$ cat src/rtl/sseg_io_pkg.sv
// Shared types and constants for the seven-segment IO port.
// Holds the FSM states, the CTRL bit positions, the default addresses and the display transform.
package sseg_io_pkg;

    typedef enum logic [1:0] {
        IDLE,
        PENDING,
        COMMIT
    } state_t;

    localparam int CTRL_MODE   = 0;
    localparam int CTRL_FREEZE = 1;
    localparam int CTRL_IMM    = 2;
    localparam int CTRL_SAT    = 3;
    localparam int CTRL_PEND   = 4;

    localparam logic [31:0] DEFAULT_ADDR_VALUE = 32'h1100_4000;
    localparam logic [31:0] DEFAULT_ADDR_CTRL  = 32'h1100_4004;

    localparam logic [15:0] DEC_MAX = 16'd9999;

    // Saturation only applies in decimal mode; hex mode always shows the raw value.
    function automatic logic [15:0] disp(input logic [15:0] v, input logic [3:0] ctrl);
        return (ctrl[CTRL_SAT] && ctrl[CTRL_MODE] && (v > DEC_MAX)) ? DEC_MAX : v;
    endfunction

endpackage

$ cat src/rtl/sseg_io_port_refresh_tick_gen.sv
// Free-running refresh counter; TICK is high for the single cycle the count sits at its last value.
module refresh_tick_gen #(
    parameter int REFRESH_CYCLES = 10_000_000
) (
    input  logic CLK,
    input  logic RST,
    output logic TICK
);

    localparam int CW = (REFRESH_CYCLES > 1) ? $clog2(REFRESH_CYCLES) : 1;
    localparam logic [CW-1:0] LAST = CW'(REFRESH_CYCLES - 1);

    logic [CW-1:0] count;

    always_ff @(posedge CLK) begin
        if (RST) begin
            count <= '0;
        end else if (count == LAST) begin
            count <= '0;
        end else begin
            count <= count + CW'(1);
        end
    end

    assign TICK = (count == LAST);

endmodule

$ cat src/rtl/sseg_io_port.sv
// IOBUS peripheral holding shadow VALUE/CTRL registers and committing them to the
// seven-segment driver at a bounded refresh rate, with optional decimal saturation.
module sseg_io_port
    import sseg_io_pkg::*;
#(
    parameter logic [31:0] ADDR_VALUE     = DEFAULT_ADDR_VALUE,
    parameter logic [31:0] ADDR_CTRL      = DEFAULT_ADDR_CTRL,
    parameter int          REFRESH_CYCLES = 10_000_000
) (
    input  logic        CLK,
    input  logic        RST,
    input  logic [31:0] IOBUS_ADDR,
    input  logic [31:0] IOBUS_OUT,
    input  logic        IOBUS_WR,
    output logic [31:0] RD_DATA,
    output logic [15:0] DATA_OUT,
    output logic        MODE_OUT,
    output logic        UPDATED
);

    logic [15:0] val_sh;
    logic [3:0]  ctrl;
    state_t      state;
    logic        tick;

    logic        wr_value;
    logic        wr_ctrl;
    logic        wr_any;
    logic [3:0]  ctrl_next;
    logic        imm_eff;
    logic        frz_eff;

    // Upper write-data bits carry no register content.
    logic        unused_bus_bits;
    assign unused_bus_bits = ^IOBUS_OUT[31:16];

    refresh_tick_gen #(
        .REFRESH_CYCLES(REFRESH_CYCLES)
    ) u_tick (
        .CLK (CLK),
        .RST (RST),
        .TICK(tick)
    );

    assign wr_value  = IOBUS_WR && (IOBUS_ADDR == ADDR_VALUE);
    assign wr_ctrl   = IOBUS_WR && (IOBUS_ADDR == ADDR_CTRL);
    assign wr_any    = wr_value || wr_ctrl;
    // A CTRL write in this cycle steers the FSM with the value being written.
    assign ctrl_next = wr_ctrl ? IOBUS_OUT[3:0] : ctrl;
    assign imm_eff   = ctrl_next[CTRL_IMM];
    assign frz_eff   = ctrl_next[CTRL_FREEZE];

    always_ff @(posedge CLK) begin
        if (RST) begin
            val_sh <= '0;
            ctrl   <= '0;
        end else begin
            if (wr_value) val_sh <= IOBUS_OUT[15:0];
            if (wr_ctrl)  ctrl   <= IOBUS_OUT[3:0];
        end
    end

    // NOTE: non-blocking assignments make COMMIT capture the pre-edge shadow, so a write in that same cycle is excluded.
    always_ff @(posedge CLK) begin
        if (RST) begin
            state    <= IDLE;
            DATA_OUT <= '0;
            MODE_OUT <= 1'b0;
            UPDATED  <= 1'b0;
        end else begin
            UPDATED <= 1'b0;
            case (state)
                IDLE: begin
                    if (wr_any) state <= imm_eff ? COMMIT : PENDING;
                end
                PENDING: begin
                    if (!frz_eff && (tick || (wr_ctrl && imm_eff))) state <= COMMIT;
                end
                COMMIT: begin
                    DATA_OUT <= disp(val_sh, ctrl);
                    MODE_OUT <= ctrl[CTRL_MODE];
                    UPDATED  <= 1'b1;
                    if (wr_any) state <= imm_eff ? COMMIT : PENDING;
                    else        state <= IDLE;
                end
                default: state <= IDLE;
            endcase
        end
    end

    always_ff @(posedge CLK) begin
        if (RST) begin
            RD_DATA <= '0;
        end else if (IOBUS_ADDR == ADDR_VALUE) begin
            RD_DATA <= {16'h0, val_sh};
        end else if (IOBUS_ADDR == ADDR_CTRL) begin
            RD_DATA <= {27'h0, (state == PENDING), ctrl};
        end else begin
            RD_DATA <= '0;
        end
    end

endmodule

$ cat config.mk
export PLATFORM = sky130hd
export DESIGN_NAME = sseg_io_port
export DESIGN_NICKNAME = d
export VERILOG_FILES = /design/src/rtl/sseg_io_pkg.sv /design/src/rtl/sseg_io_port_refresh_tick_gen.sv /design/src/rtl/sseg_io_port.sv
export SDC_FILE = /design/constraint.sdc
export NUM_CORES = 1
export LEC_CHECK = 0
export BUFFER_PORTS_ARGS = -buffer_cell sky130_fd_sc_hd__buf_2
export CORE_MARGIN = 4
export CORE_UTILIZATION = 42
export DETAILED_ROUTE_END_ITERATION = 10
export GPL_TIMING_DRIVEN = 1
export PLACE_DENSITY = 0.69
export SLEW_MARGIN = 20
export SYNTH_ARGS = -nofsm -noshare
export SYNTH_HDL_FRONTEND = slang
export SYNTH_SLANG_ARGS = --single-unit
$ cat constraint.sdc
create_clock -name CLK -period 2.24 [get_ports CLK]
set_clock_uncertainty 0.2 [all_clocks]
set_input_delay 0.336 -clock CLK [delete_from_list [all_inputs] [get_ports CLK]]
set_output_delay 0.336 -clock CLK [all_outputs]
set_load 0.02 [all_outputs]
# Word level (Yosys, flattened, before mapping)
# Cells that the tools add are included.
totals:
  ff_bits: 96
  in_bits: 67
  output_inout_bits: 50
  wordCells: 42
op_classes:
  addsub: 1
  order_cmp: 1
  eq_ne: 7
  mux: 10
  reduce_logical: 13
op_table:
  columns: ["op", "count"]
  rows:
  - ["$eq 32x29->1 const B", 2]
  - ["$mux 16", 2]
  - ["$add 24x1->24 const B", 1]
  - ["$eq 24x24->1 const B", 1]
  - ["$gt 16x14->1 const B", 1]
  - ["$mux 2", 4]
  - ["$logic_and 1x1->1", 6]
  - ["$pmux 2 s3", 1]
  - ["$mux 5", 1]
  - ["$ne 2x2->1 const B", 2]
  - ["$reduce_or 2->1", 2]
  - ["$mux 3", 1]
  - ["$eq 2x1->1 const B", 1]
  - ["$eq 2x2->1 const B", 1]
  - ["$logic_not 2->1", 1]
  - ["$logic_or 1x1->1", 2]
  - ["$reduce_and 2->1", 1]
  - ["$logic_not 1->1", 1]
  - ["$mux 1", 1]

# Logic depth before layout (Yosys ltp)
# Gate-level depths: netlist (run 1).
depth:
  word_depth: 8
  ltp_mapped: 7
  mapped_depth_nobuf: 6

# Hierarchy
# From an unflattened synthesis (run 1), not the netlist that was laid out.
hier_totals:
  hier_cells: 340
  area_unflattened_um2: 3338.2
by_module_without_submodules:
  columns: ["module", "instances", "cells_each", "area_each_um2", "seq_area_each_um2"]
  rows:
  - ["sseg_io_port", 1, 209, 2204.6, 1121.1]
  - ["refresh_tick_gen", 1, 131, 1133.6, 480.5]

# Worst setup path after synthesis (run 1)
# No wires, ideal clock.
synth_path:
  path_type: "input port to flip-flop"
  startpoint: "input port IOBUS_ADDR[13]"
  endpoint: "register val_sh[12]"
  setup_ps: 128
  t_arrival_ps: 1772
  required_ps: 1912
  path_slack_ps: 140
  cell_stages: 6
  n_path_buf: 1
  cell_sequence: "nor4b_4 > nand4_4 > nor4_4 > buf_6 > mux2i_1 > nor2_1"
synth_between:
  elab_chain_len: 2
synth_lines:
  columns: ["item", "line", "rtl"]
  rows:
  - ["start: declaration", "sseg_io_port.sv:12", "input logic [31:0] IOBUS_ADDR,"]
  - ["$eq 32x29->1", "sseg_io_port.sv:45", "assign wr_value = IOBUS_WR && (IOBUS_ADDR == ADDR_VALUE);"]
  - ["$logic_and 1x1->1", "sseg_io_port.sv:45", null]
  - ["end signal: assignment", "sseg_io_port.sv:58", "if (wr_value) val_sh <= IOBUS_OUT[15:0];"]
  - ["end: declaration", "sseg_io_port.sv:21", "logic [15:0] val_sh;"]
# Every way passes these cells.
# A chain may end at the register's enable or synchronous reset.

# Worst setup path in the final report (run 1)
layout_path:
  startpoint: "register u_tick.count[0]"
  endpoint: "register state[0]"
layout_between:
  elab_chain_len: 5
layout_lines:
  columns: ["item", "line", "rtl"]
  rows:
  - ["start: declaration", "sseg_io_port_refresh_tick_gen.sv:13", "logic [CW-1:0] count;"]
  - ["start signal: assignment", "sseg_io_port_refresh_tick_gen.sv:21", "count <= count + CW'(1);"]
  - ["$eq 24x24->1", "sseg_io_port_refresh_tick_gen.sv:25", "assign TICK = (count == LAST);"]
  - ["$logic_or 1x1->1", "sseg_io_port.sv:77", "if (!frz_eff && (tick || (wr_ctrl && imm_eff))) state <= COMMIT;"]
  - ["$logic_and 1x1->1", "sseg_io_port.sv:77", null]
  - ["$ne 2x2->1 (no line)", null, null]
  - ["$reduce_and 2->1 (no line)", null, null]
  - ["end signal: assignment", "sseg_io_port.sv:74", "if (wr_any) state <= imm_eff ? COMMIT : PENDING;"]
  - ["end signal: assignment", "sseg_io_port.sv:83", "if (wr_any) state <= imm_eff ? COMMIT : PENDING;"]
  - ["end: declaration", "sseg_io_port.sv:23", "state_t state;"]
# Every way passes these cells.

==> metrics.txt, run 1 <==
Int Pwr 2000 µW; r2r endpoint state[0]; Seq/Total Area, Yosys 0.472; drt wl/cell 13.1 µm; Lkg Pwr 0.00170 µW; total stage count of the critical path 6; crit start category flop; Area Overhead vs Synth 21.1%; fin crit share 0.901; sw power 648 µW; max frequency 0.495 GHz; hold_buf cts 0; post-synth design cell area 0.00339 mm²; crit end category flop; cell count after synthesis 343; RR Startpoint u_tick.count[0]; proportion of layout cells with a drive suffix above 1 0.301; Die ar. 0.00957 mm²; Worst setup startpoint u_tick.count[0]; CP endpoint state[0]; largest net degree at the start of global routing 24; critical path class reg -> reg; initial antenna violation count 0; Ports 117; die width 97.8 µm; ant diodes 0; minimum clock period 2.02 ns; fin cells 541; final hold vios 0; Placed Cells 525; filler cell count 729; first-pass GRT wire length 12100 µm; WP buf/inv 0; htree depth 3; GRT overflow 0; number of max-cap violations 0; #FFs+latches synth 80; CTS tree built; gpl congestion 0.784; simple-gate share of the synthesized area 0.270; Initial Util 0.436; largest family of logic cells by synthesized area simple AND/OR/NAND/NOR gates; CP delay by family, top simple AND/OR/NAND/NOR gates; CTS root buf clkbuf_8; DR vias/cell 4.91; final WL 7090 µm; clock buffer depth 2; max-slew violations 0; WP data required 2.29 ns; library cells used by synthesis 43; dpl hpwl 5370 µm; VDD IR-drop max 237 µV; clk slew on worst S/H paths 0.09 ns; final core utilization 0.529; Finish-stage setup viols 0; Via Count 2658; Routed Antenna Nets 0; Num CTS Buffers 9; # rows 32; CP max stage delay 0.38 ns; clock sinks 80; worst path arrival time 2.07 ns; violation count after the first detailed-route iteration 86; CP max-delay cell dfxtp_1; cts repair resizes 0; clock share of power 0.410; maximum fanout along the worst path 4; combinational power share 0.051; number of setup buffers added after CTS 0; setup_tns 0 ns; worst min path class in -> reg; Net Sw Frac 0.244; Worst R2R Path Depth 6; pwr/cell area 646 mW/mm²; post-synthesis compound-gate area fraction 0.0631; R2R Setup Slk 0.22 ns; worst skew pair latency 0.35 ns; status completed; sequential share of power 0.539; DRC violations left 0; Yosys warnings 0; post-synthesis mux area share 0.0709; overall track demand over capacity in global routing 0.154; nets@finish 502; power after layout 2650 µW; PortBufs 84; Synth Area per Inst 9.88 µm²; CP cell instances ha_1, and4_1, nand4_1, or3_1, a2bb2oi_1, a22o_1; Core Box Area 0.00777 mm²; Initial DRT Pass Iterations 4; RSZ-0062 raised after global routing no; vias in the first global route 2593; Synth Area in Adders 0.00369; Die Y 97.8 µm; XOR/XNOR Fraction of Synth Area 0.0543
==> stage by stage <==
stage | area, µm² | hold WS [ns] | worst slack [ns]
CTS | 4110 | 0.00186 | 0.213
global route | 4110 | 0.0125 | 0.0313
floorplan | 3450 | 0.230 | 0.140
detailed placement | 3900 | 0.251 | 0.131
finish | 4110 | 0.0152 | 0.222
global placement | 3900 | 0.243 | 0.176
==> logic make-up (layout without fill, tap and decap cells) <==
| group | after synthesis | after routing |
|---|---|---|
| xor+xnor | 21 | 21 |
| other cells | 1 | 16 |
| compound gates | 29 | 29 |
| mux | 24 | 24 |
| simple gates | 150 | 150 |
| buf+inv | 37 | 118 |
| flops | 80 | 80 |
| fa+ha+maj | 1 | 1 |
==> flip-flops by register name, indices dropped and copies added, names as in the netlist <==
| register | cells |
|---|---|
| UPDATED | 1 |
| DATA_OUT | 16 |
| MODE_OUT | 1 |
| u_tick.count | 24 |
| RD_DATA | 16 |
| state | 2 |
| val_sh | 16 |
| ctrl | 4 |
==> tightest hold or removal path: stages <==
cell and delay, ns:
buf_2 0.08, mux2i_1 0.05, nor2_1 0.07
==> area by class of cell <==
cell class | count | area, µm² | area share
multi-input cells | 241 | 1630 | 0.396
flip-flops and latches | 80 | 1600 | 0.390
repair buffers | 96 | 523 | 0.127
well taps | 102 | 128 | 0.0311
clock buffers | 9 | 124 | 0.0302
clock inverters | 7 | 80.1 | 0.0195
inverters | 6 | 22.5 | 0.00549
==> how the worst min path moves through the flow <==
stage,cells past startpoint,end,start,slack [ns]
floorplan,1,u_tick.count[0],u_tick.count[0],0.23
global placement,2,MODE_OUT,MODE_OUT,0.24
detailed placement,1,u_tick.count[0],u_tick.count[0],0.25
CTS,3,val_sh[9],IOBUS_OUT[9],0.002
global route,3,val_sh[10],IOBUS_OUT[10],0.01
finish,3,val_sh[9],IOBUS_OUT[9],0.02
==> cell usage after synthesis (all sizes together) <==
master   instances  share of area
clkbuf          12          0.016
a2bb2oi          1         0.0026
and4             6          0.016
buf             19          0.041
nor4            12          0.048
o21ai           10          0.015
nor2            55          0.061
a22o             1         0.0026
a21oi            4         0.0059
nand4            9          0.025
ha               1         0.0037
nor4b            3          0.017
nand2           18          0.020
o21bai           1         0.0022
or3              3         0.0055
nand2b           1         0.0018
nor3             4         0.0059
nand3           17          0.025
nor3b            2         0.0078
o221a            8          0.027
and3             5         0.0092
nor2b            2         0.0037
dfxtp           80           0.47
xnor2            8          0.021
a211oi           1         0.0022
mux2i           24          0.071
a22oi            2         0.0044
inv              6         0.0066
and2            11          0.020
conb             1         0.0011
o22ai            1         0.0018
xor2            13          0.034
nand3b           2         0.0044
==> placed cells by master (no fill, tap or decap), types with 2 or more instances in the layout <==
cell,instances
xnor2_1,8
conb_1,16
inv_1,6
o21ai_0,9
nor4_4,5
nor4_2,2
nor2_1,55
dfxtp_1,80
xor2_1,13
buf_2,84
nand3_1,17
buf_4,11
and3_1,5
and2_1,11
nand3b_1,2
and4_1,6
nor3_1,4
or3_1,3
a21oi_1,4
nand2_1,18
nand4_4,2
clkbuf_8,9
a22oi_1,2
nor2b_1,2
o221a_2,8
nor4_1,5
clkinv_4,2
nor4b_4,2
mux2i_1,24
nand4_1,7
==> power by group through the flow <==
stage                     combinational (µW)  clock [µW]  sequential, µW
final                                    136        1090            1430
after global routing                     150        1160            1430
after CTS                                136        1110            1430
after detailed placement                 136           0            1460
after global placement                   135           0            1460
after floorplan                         91.5           0            1460
==> per-layer routing <==
layer,global-route usage,up-vias,share of wire
met4,0.0692,0,0.017
li1,-,1343,-
met5,0,-,0
met3,0.0329,13,0.050
met1,0.187,1242,0.41
met2,0.262,60,0.52
Power figures use the tool's default switching activity.
==> run 2: changes to the inputs <==
--- a/config.mk
+++ b/config.mk
@@ -5,12 +5,13 @@
 export SDC_FILE = /design/constraint.sdc
 export NUM_CORES = 1
 export LEC_CHECK = 0
+export ABC_AREA = 1
 export BUFFER_PORTS_ARGS = -buffer_cell sky130_fd_sc_hd__buf_2
 export CORE_MARGIN = 4
 export CORE_UTILIZATION = 42
 export DETAILED_ROUTE_END_ITERATION = 10
 export GPL_TIMING_DRIVEN = 1
-export PLACE_DENSITY = 0.69
+export PLACE_DENSITY = 0.68
 export SLEW_MARGIN = 20
 export SYNTH_ARGS = -nofsm -noshare
 export SYNTH_HDL_FRONTEND = slang
==> metrics.txt, run 2 <==
clk slew on worst S/H paths 0.09 ns (about the same); largest net degree at the start of global routing 26 (was 24); Initial DRT Pass Iterations 4 (unchanged); cell count after synthesis 509 (was 343); CTS tree built (unchanged); htree depth 3 (unchanged); CP cell instances ha_1, nand2_1, nor2_2, nand2_2, inv_2, nand4_2, nor2_4, nand3_4, o21ai_0, a21oi_2 (was ha_1, and4_1, nand4_1, or3_1, a2bb2oi_1, a22o_1); library cells used by synthesis 37 (was 43); Ports 117 (unchanged); Primary FF master, synth dfxtp_1 (unchanged); Die ar. 0.0103 mm² (was 0.00957 mm²); max frequency 0.513 GHz (was 0.495 GHz); most common cell in the netlist dfxtp_1 (unchanged); most frequent cells in the layout buf_2, dfxtp_1, nor2_1 (unchanged); DR vias/cell 4.82 (was 4.91); CTS root buf clkbuf_8 (unchanged); r2r endpoint u_tick.count[20] (was state[0]); CP endpoint u_tick.count[20] (was state[0]); pre-CTS setup slack 0.252 ns (was 0.131 ns); status completed (unchanged); PortBufs 84 (unchanged); max reg flops 24 (unchanged); Worst setup startpoint u_tick.count[0] (unchanged); post-synthesis mux area share 0 (was 0.0709); clock buffer depth 2 (unchanged); final WL 8530 µm (was 7090 µm); Yosys warnings 0 (unchanged); Synth Area in Adders 0.00339 (was 0.00369); die width 102 µm (was 97.8 µm); Seq/Total Area, Yosys 0.434 (was 0.472); drt wl/cell 12.1 µm (was 13.1 µm); post-synth top area cell dfxtp_1 (unchanged); CP max stage delay 0.39 ns (was 0.38 ns); post-synth design cell area 0.00369 mm² (was 0.00339 mm²); setup_tns 0 ns (unchanged); number of setup buffers added after CTS 0 (unchanged); Worst R2R Path Depth 10 (was 6); Commonest cells post-synth dfxtp_1, nor2_1, nand2_1 (was dfxtp_1, nor2_1, mux2i_1); #FFs+latches synth 80 (unchanged); worst skew pair latency 0.36 ns (was 0.35 ns); fraction of registers with async set/reset 0 (unchanged); hold slack 0.0533 ns (was 0.0152 ns); Routed Antenna Nets 0 (unchanged); Via Count 3397 (was 2658); cts repair resizes 0 (unchanged); crit end category flop (unchanged); gpl congestion 0.811 (was 0.784); Die Y 102 µm (was 97.8 µm); # rows 33 (was 32); minimum clock period 1.95 ns (was 2.02 ns); worst path arrival time 1.99 ns (was 2.07 ns); worst min path class in -> reg (unchanged); Finish-stage setup viols 0 (unchanged); Largest Register u_tick.count (unchanged); GRT overflow 0 (unchanged); max-slew violations 0 (unchanged); number of synthesized flops with an enable pin 0 (unchanged); Synth Area per Inst 7.24 µm² (was 9.88 µm²); first-pass GRT wire length 14200 µm (was 12100 µm); hold_buf cts 0 (unchanged); PnR worst setup slack 0.290 ns (was 0.222 ns); clock sinks 80 (unchanged); Core Box Area 0.00838 mm² (was 0.00777 mm²); largest cells by area after synthesis dfxtp_1, nor2_1, nand2_1, inv_1, a21oi_1 (was dfxtp_1, mux2i_1, nor2_1, buf_4, xor2_1); WP data required 2.28 ns (was 2.29 ns); XOR/XNOR Fraction of Synth Area 0.0143 (was 0.0543); VDD IR-drop max 428 µV (was 237 µV); crit start category flop (unchanged); maximum fanout along the worst path 5 (was 4); RSZ-0062 raised after global routing no (unchanged); CP max-delay cell dfxtp_1 (unchanged); vias in the first global route 3207 (was 2593); nets@finish 663 (was 502); critical path class reg -> reg (unchanged); initial antenna violation count 0 (unchanged); DRC violations left 0 (unchanged); fin crit share 0.871 (was 0.901); Area Overhead vs Synth 18.0% (was 21.1%); simple-gate share of the synthesized area 0.307 (was 0.270); Lkg Pwr 0.00193 µW (was 0.00170 µW); top cell type's share of synthesized area 0.434 (was 0.472); Initial Util 0.440 (was 0.436); most common cell after layout, fill and taps aside buf_2 (unchanged); final hold vios 0 (unchanged); RR Startpoint u_tick.count[0] (unchanged); overall track demand over capacity in global routing 0.171 (was 0.154); pwr/cell area 592 mW/mm² (was 646 mW/mm²); ant diodes 0 (unchanged); proportion of layout cells with a drive suffix above 1 0.218 (was 0.301); number of max-cap violations 0 (unchanged); violation count after the first detailed-route iteration 154 (was 86); post-synthesis compound-gate area fraction 0.119 (was 0.0631); R2R Setup Slk 0.29 ns (was 0.22 ns); dpl hpwl 6560 µm (was 5370 µm); Num CTS Buffers 9 (unchanged); largest family of logic cells by synthesized area simple AND/OR/NAND/NOR gates (unchanged)
run 2: changes by cell type in the layout (fill, tap and decap cells not counted), moves of 8 or more:
cell,previous run,this run
nand3_1,17,32
o221a_2,8,0
mux2i_1,24,0
inv_1,6,66
xor2_1,13,4
nor2_1,55,79
and2_1,11,0
o21ai_0,9,30
nand2_1,18,77
a31oi_1,0,8
a21oi_1,4,35
run 2: cell families (layout without fill, tap and decap cells):
group,Yosys count,in the layout
simple gates,239,239
xor+xnor,6,6
fa+ha+maj,1,1
flops,80,80
buf+inv,99,175
compound gates,83,83
other cells,1,16
run 2: per-layer routing:
layer  vias up  GRT usage  part of all wire
met2        90      0.292              0.50
met5         -          0                 0
li1       1775          -                 -
met3         7     0.0503             0.054
met4         0     0.0532            0.0089
met1      1525      0.207              0.44
run 2: worst min-delay path by stage:
stage | from | to | slack, ns | cells after the start
4_1_cts | IOBUS_OUT[3] | ctrl[3] | 0.02 | 3
5_1_grt | IOBUS_OUT[0] | ctrl[0] | 0.03 | 3
6_report | IOBUS_OUT[0] | ctrl[0] | 0.05 | 3
2_1_floorplan | RST | ctrl[2] | 0.21 | 1
3_3_place_gp | DATA_OUT[11] | DATA_OUT[11] | 0.25 | 2
3_5_place_dp | DATA_OUT[7] | DATA_OUT[7] | 0.26 | 2
run 2: layout make-up:
cell class	count	area, µm²
fillers	836	4030
flip-flops and latches	80	1600
multi-input cells	345	1700
repair buffers	89	470
well taps	105	131
inverters	70	263
clock inverters	7	62.6
clock buffers	9	124
run 2: where the power goes:
part | switching [µW] | total, µW | internal [µW]
clock | 573 | 997 | 423
sequential | 4.26 | 1430 | 1430
combinational | 94.6 | 152 | 57.0
total | 672 | 2580 | 1910
run 2: critical path, delay by kind of cell, from the launching register on:
| kind | cells | cell delay, ns |
|---|---|---|
| AOI/OAI and AO/OA | 2 | 0.28 |
| DFF | 1 | 0.39 |
| and+or+nand+nor | 6 | 0.70 |
| adders and majority gates | 1 | 0.19 |
| buffers and inverters | 1 | 0.09 |
run 2: metrics by stage:
stage / utilization / instance area, µm² / total power (µW) / instances
floorplan: - / 3740 / 1570 / 524
global placement: 0.497 / 4160 / 1610 / 689
detailed placement: 0.497 / 4160 / 1610 / 689
CTS: 0.519 / 4350 / 2610 / 705
global route: 0.519 / 4350 / 2690 / 705
finish: 0.519 / 4350 / 2580 / 705
